**config.mk**
```make
export PLATFORM = sky130hd
export DESIGN_NAME = seg_scan_ctrl_flat
export DESIGN_NICKNAME = d
export VERILOG_FILES = /design/src/rtl/seg_scan_ctrl_pkg.sv /design/src/rtl/seg_scan_ctrl_if.sv /design/src/rtl/seg_scan_ctrl_hex_to_7seg.sv /design/src/rtl/seg_scan_ctrl.sv /design/src/flat_wrapper.sv
export SDC_FILE = /design/constraint.sdc
export NUM_CORES = 1
export LEC_CHECK = 0
export BUFFER_PORTS_ARGS = -buffer_cell sky130_fd_sc_hd__buf_2
export CAP_MARGIN = 20
export CORE_UTILIZATION = 42
export CTS_CLUSTER_SIZE = 30
export DETAILED_ROUTE_END_ITERATION = 6
export GPL_ROUTABILITY_DRIVEN = 1
export GPL_TIMING_DRIVEN = 0
export PLACE_DENSITY_LB_ADDON = 0.25
export SYNTH_ARGS = -nofsm -noshare
export SYNTH_HDL_FRONTEND = slang
export SYNTH_HIERARCHICAL = 1
export SYNTH_SLANG_ARGS = --single-unit
export TNS_END_PERCENT = 1
```
**constraint.sdc**
```tcl
create_clock -name clk -period 3.3 [get_ports clk]
set_input_delay 0.495 -clock clk [delete_from_list [all_inputs] [get_ports clk]]
set_output_delay 0.495 -clock clk [all_outputs]
set_load 0.02 [all_outputs]
```
**src/rtl/seg_scan_ctrl_pkg.sv**
```systemverilog
// Shared constants for the seven-segment scan controller: segment
// encodings, blank patterns and slot-phase encoding.
package seg_pkg;

    localparam logic [7:0] ANODE_OFF = 8'hFF;
    localparam logic [6:0] SEG_OFF   = 7'h7F;

    // Active-low gfedcba patterns for hex digits 0..F
    localparam logic [6:0] SEG_LUT [16] = '{
        7'h40, 7'h79, 7'h24, 7'h30, 7'h19, 7'h12, 7'h02, 7'h78,
        7'h00, 7'h10, 7'h08, 7'h03, 7'h46, 7'h21, 7'h06, 7'h0E
    };

    // BLANK keeps every anode off at the start of a slot to stop ghosting
    typedef enum logic {
        BLANK = 1'b0,
        DRIVE = 1'b1
    } slot_phase_t;

endpackage

```
**src/rtl/seg_scan_ctrl_if.sv**
```systemverilog
// Host-side bus of the scan controller: load port, global enable and the
// display/status outputs. The host drives through master, the controller
// sits on slave.
interface seg_scan_ctrl_if;

    logic [31:0] data_in;
    logic [7:0]  digit_en_in;
    logic        data_ld;
    logic        disp_en;
    logic        pend_busy;
    logic        frame_start;
    logic [7:0]  anode;
    logic [6:0]  cathode;

    modport master (
        output data_in, digit_en_in, data_ld, disp_en,
        input  pend_busy, frame_start, anode, cathode
    );

    modport slave (
        input  data_in, digit_en_in, data_ld, disp_en,
        output pend_busy, frame_start, anode, cathode
    );

endinterface

```
**src/rtl/seg_scan_ctrl_hex_to_7seg.sv**
```systemverilog
// Combinational hex nibble to active-low seven-segment pattern.
module hex_to_7seg
    import seg_pkg::*;
(
    input  logic [3:0] nibble,
    output logic [6:0] seg
);

    // Straight table lookup, no state
    always_comb begin
        seg = SEG_LUT[nibble];
    end

endmodule

```
**src/rtl/seg_scan_ctrl.sv**
```systemverilog
// Round-robin scan scheduler for a shared 8-digit seven-segment display.
// Each digit gets a slot of TICK_DIV cycles, the first BLANK_CYC of which
// keep all anodes off. Host loads are double-buffered and only become
// visible at the frame boundary so a frame never mixes old and new data.
module seg_scan_ctrl
    import seg_pkg::*;
#(
    parameter int NUM_DIGITS = 8,
    parameter int TICK_DIV   = 100000,
    parameter int BLANK_CYC  = 1000
) (
    input  logic          clk,
    input  logic          resetmeta,
    seg_scan_ctrl_if.slave bus
);

    localparam int               CNT_W     = $clog2(TICK_DIV);
    localparam logic [CNT_W-1:0] CNT_LAST  = CNT_W'(TICK_DIV - 1);
    localparam logic [CNT_W-1:0] CNT_BLANK = CNT_W'(BLANK_CYC);
    localparam logic [CNT_W-1:0] CNT_ONE   = CNT_W'(1);
    localparam logic [2:0]       IDX_LAST  = 3'(NUM_DIGITS - 1);

    logic [CNT_W-1:0] cnt;
    logic [2:0]       idx;
    logic [31:0]      act_data;
    logic [7:0]       act_en;
    logic [31:0]      pend_data;
    logic [7:0]       pend_en;
    logic             pend_busy;
    logic [7:0]       anode_q;
    logic [6:0]       cathode_q;
    logic             frame_start_q;

    slot_phase_t      phase;
    logic             slot_wrap;
    logic             frame_wrap;
    logic             drive_on;
    logic [6:0]       seg;

    assign slot_wrap  = (cnt == CNT_LAST);
    assign frame_wrap = slot_wrap && (idx == IDX_LAST);

    // Slot phase derived from position inside the current digit slot
    always_comb begin
        phase = (cnt < CNT_BLANK) ? BLANK : DRIVE;
    end

    assign drive_on = (phase == DRIVE) && bus.disp_en && act_en[idx];

    hex_to_7seg u_hex (
        .nibble (act_data[{idx, 2'b00} +: 4]),
        .seg    (seg)
    );

    // Free-running slot counter; digit index steps once per slot wrap
    always_ff @(posedge clk) begin
        if (!resetmeta) begin
            cnt <= '0;
            idx <= '0;
        end else if (slot_wrap) begin
            cnt <= '0;
            idx <= (idx == IDX_LAST) ? 3'd0 : idx + 3'd1;
        end else begin
            cnt <= cnt + CNT_ONE;
        end
    end

    // Double buffer: loads go to pending, a load landing on the frame wrap goes straight to active
    always_ff @(posedge clk) begin
        if (!resetmeta) begin
            act_data  <= '0;
            act_en    <= '0;
            pend_data <= '0;
            pend_en   <= '0;
            pend_busy <= 1'b0;
        end else if (frame_wrap) begin
            if (bus.data_ld) begin
                act_data <= bus.data_in;
                act_en   <= bus.digit_en_in;
            end else if (pend_busy) begin
                act_data <= pend_data;
                act_en   <= pend_en;
            end
            pend_busy <= 1'b0;
        end else if (bus.data_ld) begin
            pend_data <= bus.data_in;
            pend_en   <= bus.digit_en_in;
            pend_busy <= 1'b1;
        end
    end

    // Display outputs registered one cycle behind the scan state
    always_ff @(posedge clk) begin
        if (!resetmeta) begin
            anode_q       <= ANODE_OFF;
            cathode_q     <= SEG_OFF;
            frame_start_q <= 1'b0;
        end else begin
            frame_start_q <= (cnt == '0) && (idx == 3'd0);
            if (drive_on) begin
                anode_q   <= ~(8'h01 << idx);
                cathode_q <= seg;
            end else begin
                anode_q   <= ANODE_OFF;
                cathode_q <= SEG_OFF;
            end
        end
    end

    assign bus.anode       = anode_q;
    assign bus.cathode     = cathode_q;
    assign bus.frame_start = frame_start_q;
    assign bus.pend_busy   = pend_busy;

endmodule
```
**src/flat_wrapper.sv**
```systemverilog
// flat-port wrapper written by rule: the top's interface ports become plain ports
module seg_scan_ctrl_flat import seg_pkg::*;
#(
    parameter int NUM_DIGITS = 8,
    parameter int TICK_DIV   = 100000,
    parameter int BLANK_CYC  = 1000
)
  (clk, resetmeta, bus_data_in, bus_digit_en_in, bus_data_ld, bus_disp_en, bus_pend_busy, bus_frame_start, bus_anode, bus_cathode);
  seg_scan_ctrl_if bus_i ();
  input  logic clk;
  input  logic resetmeta;
  input wire logic [$bits(bus_i.data_in)-1:0] bus_data_in;
  input wire logic [$bits(bus_i.digit_en_in)-1:0] bus_digit_en_in;
  input wire logic [$bits(bus_i.data_ld)-1:0] bus_data_ld;
  input wire logic [$bits(bus_i.disp_en)-1:0] bus_disp_en;
  output wire logic [$bits(bus_i.pend_busy)-1:0] bus_pend_busy;
  output wire logic [$bits(bus_i.frame_start)-1:0] bus_frame_start;
  output wire logic [$bits(bus_i.anode)-1:0] bus_anode;
  output wire logic [$bits(bus_i.cathode)-1:0] bus_cathode;
  assign bus_i.data_in = bus_data_in;
  assign bus_i.digit_en_in = bus_digit_en_in;
  assign bus_i.data_ld = bus_data_ld;
  assign bus_i.disp_en = bus_disp_en;
  assign bus_pend_busy = bus_i.pend_busy;
  assign bus_frame_start = bus_i.frame_start;
  assign bus_anode = bus_i.anode;
  assign bus_cathode = bus_i.cathode;
  seg_scan_ctrl #(.NUM_DIGITS(NUM_DIGITS), .TICK_DIV(TICK_DIV), .BLANK_CYC(BLANK_CYC)) u_core (.clk(clk), .resetmeta(resetmeta), .bus(bus_i));
endmodule
```
==> reports/metrics.cfg <==
[placed_design]
place.detailed.hpwl_um=9430
place_congestion=0.803
portBuffers=58
placedCellCount=849

[clocking]
cts_made_buffers=17
cts_root_buffer=clkbuf_16
cts_hold_buffers=0
cts_tree=yes
clk_pin_slew_ns=0.06
cts-resized-gates=0
htreeDepth=4
cts_sinks=117
worstSkewPairLatency_ns=0.42
postCtsSetupBuffers=0
clk_path_buf_depth=2

[hold_path]
min_from=bus_data_in[23]
worstHoldPathType=input pin to flip-flop
whs_path_depth=3
hold_end=u_core/pend_data[23]$_SDFFE_PN0P_

[synthesis]
seq_area_frac_synth=0.408
yosysTopAreaCell=dfxtp_1
synth_cell_types=47
syn_area_per_cell_um2=9.34
ys.flop_type=dfxtp_1
ys_warn_count=6
synth_nets=673
syn_area_um2=5740
ys_ff_latch=117
ys_top_cells_by_count=nand2_1, dfxtp_1, mux2i_1
synth_edf_count=0
synth_most_common_cell=nand2_1
netlist_top_cells_area=dfxtp_1, mux2i_1, nand2_1
async_flop_share=0
synthCells=614
synth_top_area_frac=0.408

[floorplan]
die_w_um=119
fp.coreArea_um2=13300
ios=61
start_util=0.431
dieArea_um2=14100
die_y_um=119
rows=42

[drt]
vias_per_cell=5.09
wl_per_cell_um=14.7
dr_total_vias=4485
ant_nets=0
postRouteWirelength_um=12900
dr.pass1.iters=4
drc_errors=0
drt_iter0_markers=213

[setup_path]
crit_chain=buf_1, mux4_2, nand2_1, nand2_1, inv_1, ha_1, and2b_2, or3b_1, o21ai_0, nand2b_1
worst-path-buf-inv=2
critPathKind=flip-flop to flip-flop
reg2reg_from=u_core/idx[1]$_SDFFE_PN0N_
critPathArrivalTime_ns=3.46
path_delay_family=simple AND/OR/NAND/NOR gates
crit_required_ns=3.66
start_kind=flip-flop
endpoint_kind=flip-flop
crit_top_cell=nand2_1
reg2reg_to=u_core/bus.cathode[0]$_SDFF_PN1_
rrSetupSlack_ns=0.20
cp_max_fo=10
worst_path_largest_cell_delay_ns=0.59
rr_worst_depth=10
critPathSlowestCell=mux4_2

[power_and_ir_drop]
p_leak_uw=0.00304
ir_drop_v=0.000301
p_per_area_nw_per_um2=534
power.total_uw=3690

[layout]
area_growth_pct=20.3
nets=751
drive_above_1_share=0.224
antennaDiodeCount=0
finalNonFillerCells=881

[timing]
min_period_ns=3.10
rsz0062_at_grt=false
fmax_mhz=322
slew_violations=0
slew_headroom=0.475
hold_viol_final=0
max_slew.worst_pin.slew_ns=0.787
fin_skew_ns=0.0129
setup_viol=0
period_share=0.940
tns_ns=0

[global_route]
grt_util_met3=0.0508
top_usage_layer=met2
grt_usage=0.197
use_met2=0.326
grt_use_met1=0.246
grt.overflow.total=0
grt_max_degree=17
grt_pass1_wl_um=21700
antenna_found_initial=0
grt_pass1_vias=4474

[status]
outcome=finished clean

[job]
drv_cap=0

routing by layer:
layer	vias up	share of wire
met5	-	0
met4	0	0.017
met3	20	0.042
met2	97	0.47
met1	2128	0.47
li1	2240	-
flip-flops by register name (all words and copies together) (netlist names):
register / flops
u_core/pend_en: 8
u_core/bus.pend_busy: 1
u_core/cnt: 17
u_core/pend_data: 32
u_core/bus.cathode: 7
u_core/idx: 3
u_core/act_data: 32
u_core/bus.anode: 8
u_core/bus.frame_start: 1
u_core/act_en: 8
cell families after synthesis:
logic type / synth area share
AOI/OAI and AO/OA: 0.0253
xor gates and xnor gates: 0.0199
adders and majority gates: 0.0327
buffers and inverters: 0.0476
DFF: 0.408
muxes: 0.271
and+or+nand+nor: 0.195
cells in the final DEF, fill, tap and decap left out, types with 6 or more instances in the layout:
master	Yosys	routed
nand2_1	192	192
mux2i_1	84	84
nor2_1	23	23
mux2_2	41	41
dfxtp_1	117	117
mux4_2	10	10
clkbuf_1	28	28
xor2_1	6	6
inv_1	9	9
nand2b_1	6	6
buf_2	4	62
ha_1	15	15
xnor2_1	7	7
clkbuf_16	0	17
nand3_1	8	8
o21ai_0	6	6
report_power, final:
part | internal (uW) | leakage [uW] | total [uW] | switching (uW)
clock | 1320 | 0.000312 | 1970 | 653
combinational | 113 | 0.00177 | 243 | 130
sequential | 1450 | 0.000952 | 1470 | 19.1
total | 2880 | 0.00304 | 3690 | 803
stage by stage:
| stage | hold slack, ns | utilization | setup WS, ns | area, um2 |
|---|---|---|---|---|
| after global placement | 0.440 | 0.470 | 0.151 | 6250 |
| after CTS | 0.322 | 0.519 | 0.0536 | 6900 |
| final | 0.334 | 0.519 | 0.199 | 6900 |
| after global routing | 0.335 | 0.519 | 0.0228 | 6900 |
| after floorplan | 0.432 | - | 0.650 | 5740 |
| after detailed placement | 0.448 | 0.471 | 0.0764 | 6260 |
area by class of cell:
class                           instances  area (um2)
Tap cell                              176         220
Buffer                                 40         236
Sequential cell                       117        2340
Clock buffer                           20         467
Timing Repair Buffer                   59         300
Multi-Input combinational cell        447        3120
Clock inverter                         12         176
Fill cell                            1225        6390
Inverter                               10        37.5
worst register-to-register path, stage by stage (launching register included):
cell and delay, ns:
dfxtp_1 0.44, buf_1 0.58, mux4_2 0.59, nand2_1 0.08
nand2_1 0.16, inv_1 0.19, ha_1 0.21, and2b_2 0.24
or3b_1 0.37, o21ai_0 0.07, nand2b_1 0.11
worst max-delay path by stage:
stage / from / end / slack [ns] / cells after the start
2_1_floorplan: u_core/idx[0]$_SDFFE_PN0N_ / u_core/bus.cathode[0]$_SDFF_PN1_ / 0.65 / 10
3_3_place_gp: u_core/idx[0]$_SDFFE_PN0N_ / u_core/bus.cathode[0]$_SDFF_PN1_ / 0.15 / 10
3_5_place_dp: u_core/idx[0]$_SDFFE_PN0N_ / u_core/bus.cathode[0]$_SDFF_PN1_ / 0.08 / 10
4_1_cts: u_core/idx[0]$_SDFFE_PN0N_ / u_core/bus.cathode[0]$_SDFF_PN1_ / 0.05 / 10
5_1_grt: u_core/idx[1]$_SDFFE_PN0N_ / u_core/bus.cathode[0]$_SDFF_PN1_ / 0.02 / 10
6_report: u_core/idx[1]$_SDFFE_PN0N_ / u_core/bus.cathode[0]$_SDFF_PN1_ / 0.20 / 10
Note: power is estimated with default switching activity, not from simulation.
